--- src/rtl/cpu_pkg.sv ---
// Shared CPU-side definitions used by the program loader.
//   CPU_DATA_W : instruction word width
//   CPU_ADDR_W : program address width (matches the 10-bit PC/stack entries)
//   ld_state_t : program loader FSM state encoding
package cpu_pkg;

  localparam int CPU_DATA_W = 16;
  localparam int CPU_ADDR_W = 10;

  typedef enum logic [1:0] {
    LD_IDLE = 2'd0,
    LD_LOAD = 2'd1,
    LD_DONE = 2'd2,
    LD_ERR  = 2'd3
  } ld_state_t;

endpackage

--- src/rtl/prog_loader_if.sv ---
// Bus bundle between the host instruction stream, the program loader, the
// program memory write port and the CPU reset/status lines.
//   master : host side (drives start and the stream, observes status/writes)
//   slave  : loader side
// Stream handshake: a word transfers on a rising clk edge where
// in_valid && in_ready are both 1. While in_valid=1 and in_ready=0 the source
// holds in_data/in_last stable; in_data/in_last are ignored when no transfer
// happens. in_ready does not depend on in_valid.
interface prog_loader_if
  import cpu_pkg::*;
#(
  parameter int DATA_W = CPU_DATA_W,
  parameter int ADDR_W = CPU_ADDR_W
);

  logic              start;
  logic              in_valid;
  logic [DATA_W-1:0] in_data;
  logic              in_last;
  logic              in_ready;
  logic              mem_we;
  logic [ADDR_W-1:0] mem_addr;
  logic [DATA_W-1:0] mem_wdata;
  logic              cpu_hold;
  logic              done;
  logic              error;
  logic [ADDR_W:0]   count;
  logic [DATA_W-1:0] checksum;

  modport master (
    output start, in_valid, in_data, in_last,
    input  in_ready, mem_we, mem_addr, mem_wdata, cpu_hold, done, error,
           count, checksum
  );

  modport slave (
    input  start, in_valid, in_data, in_last,
    output in_ready, mem_we, mem_addr, mem_wdata, cpu_hold, done, error,
           count, checksum
  );

endinterface

--- src/rtl/prog_loader.sv ---
// Program loader: writes a stream of instruction words into program memory
// at consecutive addresses starting from 0 and keeps the CPU in reset until
// a complete program (terminated by in_last) has landed.
// Ports:
//   clk     : system clock, rising edge
//   reset   : asynchronous, active-high reset
//   bus     : prog_loader_if.slave (start, stream in, memory write port,
//             cpu_hold, done, error, count, checksum)
//   o_state : current FSM state (debug visibility)
module prog_loader
  import cpu_pkg::*;
#(
  parameter int DATA_W = CPU_DATA_W,
  parameter int ADDR_W = CPU_ADDR_W,
  parameter int DEPTH  = 1 << CPU_ADDR_W
) (
  input  logic       clk,
  input  logic       reset,
  prog_loader_if.slave bus,
  output ld_state_t  o_state
);

  localparam logic [ADDR_W-1:0] LAST_ADDR = ADDR_W'(DEPTH - 1);

  ld_state_t         r_state;
  ld_state_t         w_next_state;
  logic              w_accept;
  logic              w_restart;

  logic [ADDR_W-1:0] r_addr;      // next write index
  logic [ADDR_W:0]   r_count;
  logic [DATA_W-1:0] r_checksum;
  logic              r_mem_we;
  logic [ADDR_W-1:0] r_mem_addr;
  logic [DATA_W-1:0] r_mem_wdata;

  // Next-state logic. start is only honoured outside LOAD, so a stray pulse
  // mid-load cannot rewind the address.
  always_comb begin
    w_next_state = r_state;
    w_accept     = 1'b0;
    w_restart    = 1'b0;
    case (r_state)
      LD_IDLE, LD_DONE, LD_ERR: begin
        if (bus.start) begin
          w_restart    = 1'b1;
          w_next_state = LD_LOAD;
        end
      end
      LD_LOAD: begin
        w_accept = bus.in_valid;
        if (w_accept) begin
          // in_last wins at the final slot: a program that exactly fills
          // the memory is a success, not an overflow.
          if (bus.in_last) begin
            w_next_state = LD_DONE;
          end else if (r_addr == LAST_ADDR) begin
            w_next_state = LD_ERR;
          end
        end
      end
      default: w_next_state = LD_IDLE;
    endcase
  end

  always_ff @(posedge clk or posedge reset) begin
    if (reset) begin
      r_state <= LD_IDLE;
    end else begin
      r_state <= w_next_state;
    end
  end

  // Write-port register stage. count/checksum update on the same edge that
  // raises mem_we, so they describe exactly the words written so far.
  always_ff @(posedge clk or posedge reset) begin
    if (reset) begin
      r_addr      <= '0;
      r_count     <= '0;
      r_checksum  <= '0;
      r_mem_we    <= 1'b0;
      r_mem_addr  <= '0;
      r_mem_wdata <= '0;
    end else begin
      r_mem_we <= w_accept;
      if (w_accept) begin
        r_mem_addr  <= r_addr;
        r_mem_wdata <= bus.in_data;
        r_addr      <= r_addr + ADDR_W'(1);
        r_count     <= r_count + (ADDR_W + 1)'(1);
        r_checksum  <= r_checksum ^ bus.in_data;
      end else if (w_restart) begin
        r_addr     <= '0;
        r_count    <= '0;
        r_checksum <= '0;
      end
    end
  end

  // Status decodes from the state register: DONE is entered on the same edge
  // that issues the final write, so the CPU release coincides with it.
  assign bus.in_ready  = (r_state == LD_LOAD);
  assign bus.cpu_hold  = (r_state != LD_DONE);
  assign bus.done      = (r_state == LD_DONE);
  assign bus.error     = (r_state == LD_ERR);
  assign bus.mem_we    = r_mem_we;
  assign bus.mem_addr  = r_mem_addr;
  assign bus.mem_wdata = r_mem_wdata;
  assign bus.count     = r_count;
  assign bus.checksum  = r_checksum;
  assign o_state       = r_state;

endmodule

--- src/flat_wrapper.sv ---
// flat-port wrapper written by rule: the top's interface ports become plain ports
module prog_loader_flat import cpu_pkg::*;
#(
  parameter int DATA_W = CPU_DATA_W,
  parameter int ADDR_W = CPU_ADDR_W,
  parameter int DEPTH  = 1 << CPU_ADDR_W
)
  (clk, reset, o_state, bus_start, bus_in_valid, bus_in_data, bus_in_last, bus_in_ready, bus_mem_we, bus_mem_addr, bus_mem_wdata, bus_cpu_hold, bus_done, bus_error, bus_count, bus_checksum);
  prog_loader_if #(.DATA_W(DATA_W), .ADDR_W(ADDR_W)) bus_i ();
  input  logic clk;
  input  logic reset;
  output ld_state_t o_state;
  input wire logic [$bits(bus_i.start)-1:0] bus_start;
  input wire logic [$bits(bus_i.in_valid)-1:0] bus_in_valid;
  input wire logic [$bits(bus_i.in_data)-1:0] bus_in_data;
  input wire logic [$bits(bus_i.in_last)-1:0] bus_in_last;
  output wire logic [$bits(bus_i.in_ready)-1:0] bus_in_ready;
  output wire logic [$bits(bus_i.mem_we)-1:0] bus_mem_we;
  output wire logic [$bits(bus_i.mem_addr)-1:0] bus_mem_addr;
  output wire logic [$bits(bus_i.mem_wdata)-1:0] bus_mem_wdata;
  output wire logic [$bits(bus_i.cpu_hold)-1:0] bus_cpu_hold;
  output wire logic [$bits(bus_i.done)-1:0] bus_done;
  output wire logic [$bits(bus_i.error)-1:0] bus_error;
  output wire logic [$bits(bus_i.count)-1:0] bus_count;
  output wire logic [$bits(bus_i.checksum)-1:0] bus_checksum;
  assign bus_i.start = bus_start;
  assign bus_i.in_valid = bus_in_valid;
  assign bus_i.in_data = bus_in_data;
  assign bus_i.in_last = bus_in_last;
  assign bus_in_ready = bus_i.in_ready;
  assign bus_mem_we = bus_i.mem_we;
  assign bus_mem_addr = bus_i.mem_addr;
  assign bus_mem_wdata = bus_i.mem_wdata;
  assign bus_cpu_hold = bus_i.cpu_hold;
  assign bus_done = bus_i.done;
  assign bus_error = bus_i.error;
  assign bus_count = bus_i.count;
  assign bus_checksum = bus_i.checksum;
  prog_loader #(.DATA_W(DATA_W), .ADDR_W(ADDR_W), .DEPTH(DEPTH)) u_core (.clk(clk), .reset(reset), .bus(bus_i), .o_state(o_state));
endmodule
--- config.mk ---
export PLATFORM = sky130hd
export DESIGN_NAME = prog_loader_flat
export DESIGN_NICKNAME = d
export VERILOG_FILES = /design/src/rtl/cpu_pkg.sv /design/src/rtl/prog_loader_if.sv /design/src/rtl/prog_loader.sv /design/src/flat_wrapper.sv
export SDC_FILE = /design/constraint.sdc
export NUM_CORES = 1
export LEC_CHECK = 0
export CAP_MARGIN = 15
export CORE_AREA = 2 2 80 82
export DETAILED_ROUTE_END_ITERATION = 12
export DIE_AREA = 0 0 82 84
export PLACE_DENSITY_LB_ADDON = 0.08
export REMOVE_ABC_BUFFERS = 1
export SLEW_MARGIN = 25
export SYNTH_ARGS = -nofsm -noshare
export SYNTH_HDL_FRONTEND = slang
export SYNTH_SLANG_ARGS = --single-unit
--- constraint.sdc ---
create_clock -name clk -period 2.9 [get_ports clk]
set_input_delay 0.58 -clock clk [delete_from_list [all_inputs] [get_ports clk]]
set_output_delay 0.58 -clock clk [all_outputs]
set_load 0.02 [all_outputs]
==> flow_summary_export.csv <==
group,metric,value,unit
grt,grt_max_degree,42,
cells_and_area,stdcell_area,3860,µm²
timing,relSlewSlack,52.1,%
floorplan,die_w,82,µm
outcome,status,"finished clean",
route,wire_per_inst,14.1,µm
hold_path,hold-path-cell-count,2,
grt,track_usage,19.5,%
timing,setup_viol,0,
timing,worst_pin_slew,0.717,ns
power_and_ir_drop,p_per_area,993,nW/µm²
setup_path,worstPathMaxFanout,6,
setup_path,r2r_start,"u_core.o_state[1]",
floorplan,io_pins,81,
timing,clock_skew,0.00691,ns
timing,rsz0062_at_grt,"false",
route,ant_nets,0,
grt,grt_pass1_vias,2156,
placement,placed_cell_area,3610,µm²
clocking,postCtsSetupBuffers,0,
hold_path,holdCritStartpoint,"u_core.bus.mem_addr[4]",
hold_path,hold_end,"u_core.bus.mem_addr[4]",
synth,postSynthCellCount,276,
route,first_iter_violations,145,
clocking,cts.path.max_buffers,2,
clocking,clock-sinks,66,
setup_path,cp-start-kind,"register",
clocking,cts-resized-gates,0,
placement,dpl.hpwl,4020,µm
grt,grt_pass1_wl,10300,µm
timing,hold_violations,0,
route,num_vias,2277,
clocking,cts_tree,"yes",
cells_and_area,n_antenna_cell,0,
clocking,htreeDepth,3,
setup_path,r2r_cells,5,
floorplan,core-area,6100,µm²
power_and_ir_drop,leakagePower,1.77,nW
run,maxCapViolations,0,
floorplan,placementRows,29,
placement,place.gp.congestion,0.723,
timing,clock.fmax,0.449,GHz
hold_path,min_path_type,"register to register",
cells_and_area,drive_gt1_share,7.10,%
route,dr.pass1.iters,4,
synth,yosysSeqAreaShare,60.6,%
cells_and_area,fin_nets,384,
placement,port_buffers,80,
clocking,cts-root-buf,"clkbuf_8",
power_and_ir_drop,irDropWorstVdd,0.000497,V
cells_and_area,regArea,1650,µm²
synth,yosys.cell_types.count,30,
grt,grt-ovfl-total,0,
clocking,insertion_delay,0.34,ns
setup_path,ff2ff_setup_slack,1.24,ns
setup_path,crit_path_end_kind,"output port",
setup_path,crit_type,"register to output port",
setup_path,crit_required,2.32,ns
synth,avgSynthCellArea,9.87,µm²
route,drcViolationCount,0,
synth,yosys_warnings,0,
cells_and_area,multi_input_area,1000,µm²
timing,tns,0,ns
floorplan,start_util,44.7,%
floorplan,dieArea,6890,µm²
floorplan,die_h,84,µm
clocking,postCtsHoldBufs,0,
route,drt-total-wl,6240,µm
timing,drv_slew,0,
clocking,cts_buffers,9,
synth,ys_ff_latch,66,
route,drt-vias-per-instance,5.14,
timing,timing.final.crit_period,2.23,ns
cells_and_area,layout_commonest_cell,"nand2_1",
setup_path,arrival,1.65,ns
synth,syn_area,2720,µm²
cells_and_area,area_growth_syn_to_layout,41.7,%
grt,antenna_found_initial,0,
cells_and_area,final_cell_mix,"nand2_1, clkdlybuf4s50_1, dfrtp_1",
clocking,clk_pin_slew,0.07,ns
timing,fin_crit_sh,76.9,%
cells_and_area,fillers,512,
setup_path,worst_r2r_endpoint,"u_core.r_addr[9]",
[cells in the mapped netlist]
master	number	area share, %
a21oi_1	5	0.92
a21oi_2	1	0.32
a22o_1	2	0.64
a31oi_1	2	0.46
and2_1	1	0.23
and3_1	1	0.23
and4_1	1	0.32
buf_2	5	0.92
buf_6	1	0.41
clkbuf_1	3	0.41
dfrtp_1	66	61
ha_1	2	0.92
inv_1	5	0.69
inv_4	1	0.23
mux2i_1	3	1.1
nand2_1	94	13
nand2b_1	2	0.46
nand3_1	23	4.2
nand3b_4	1	0.73
nand4_1	6	1.4
nand4_4	2	1.6
nor2_1	5	0.69
nor3_2	1	0.37
o211ai_1	4	1.1
o21ai_0	29	5.3
o21ai_1	1	0.18
o31a_1	1	0.32
o31ai_1	5	1.4
or3_1	1	0.23
xor2_1	2	0.64
[report_power, final]
| group | leakage (nW) | internal, mW | switching [mW] |
|---|---|---|---|
| clock network | 0.119 | 0.596 | 0.368 |
| registers | 0.867 | 1.19 | 0.215 |
| logic | 0.788 | 0.651 | 0.816 |
[metal layers]
| layer | up-vias | share of wire, % | GRT usage, % |
|---|---|---|---|
| met1 | 1096 | 45 | 26.0 |
| met5 | - | 0 | 0 |
| met3 | 13 | 4.1 | 3.79 |
| li1 | 1116 | - | - |
| met2 | 52 | 49 | 30.4 |
| met4 | 0 | 1.7 | 8.64 |
[metrics by stage]
stage               total power, mW  hold slack, ns  setup WS, ns  utilization, %  cells
finish                         3.83           0.474         0.671            63.3    443
global route                   4.06           0.493         0.586            63.3    443
floorplan                      2.14           0.471         0.665               -    267
detailed placement             2.90           0.462         0.605            59.2    427
global placement               2.87           0.458         0.639            59.2    427
CTS                            3.87           0.480         0.653            63.3    443
[cell families after synthesis]
family          Yosys count  synth area share [%]
buf+inv                  15                  2.66
compound gates           50                  10.7
simple gates            138                  23.4
xor+xnor                  2                 0.643
fa+ha+maj                 2                 0.919
flops                    66                  60.6
mux                       3                  1.10
[area by class of cell]
type                    count  area share, %
inverters                   6          0.648
repair buffers             83           21.7
clock inverters             6           2.95
multi-input cells         195           25.9
well taps                  77           2.50
flip-flops and latches     66           42.8
clock buffers              10           3.57
[worst max-delay path by stage]
stage	startpoint	endpoint	slack [ns]	cells after the start
after floorplan	reset	u_core.bus.checksum[0]	0.67	1
after global placement	bus_in_valid	u_core.r_addr[9]	0.64	6
after detailed placement	bus_in_valid	u_core.r_addr[9]	0.60	6
after CTS	u_core.o_state[1]	bus_in_ready	0.65	3
after global routing	u_core.o_state[0]	bus_in_ready	0.59	3
final	u_core.o_state[1]	bus_in_ready	0.67	3
[flip-flops by register name, summed over array words and instances, names as in the netlist]
| signal | cells |
|---|---|
| u_core.bus.checksum | 16 |
| u_core.r_addr | 10 |
| u_core.o_state | 2 |
| u_core.bus.mem_wdata | 16 |
| u_core.bus.mem_addr | 10 |
| u_core.bus.count | 11 |
| u_core.bus.mem_we | 1 |
[critical path, stage by stage, from the launching register on]
cell	delay, ns
dfrtp_1	0.42
nand2b_1	0.22
inv_1	0.08
clkdlybuf4s50_1	0.59
Note: power is estimated with default switching activity, not from simulation.
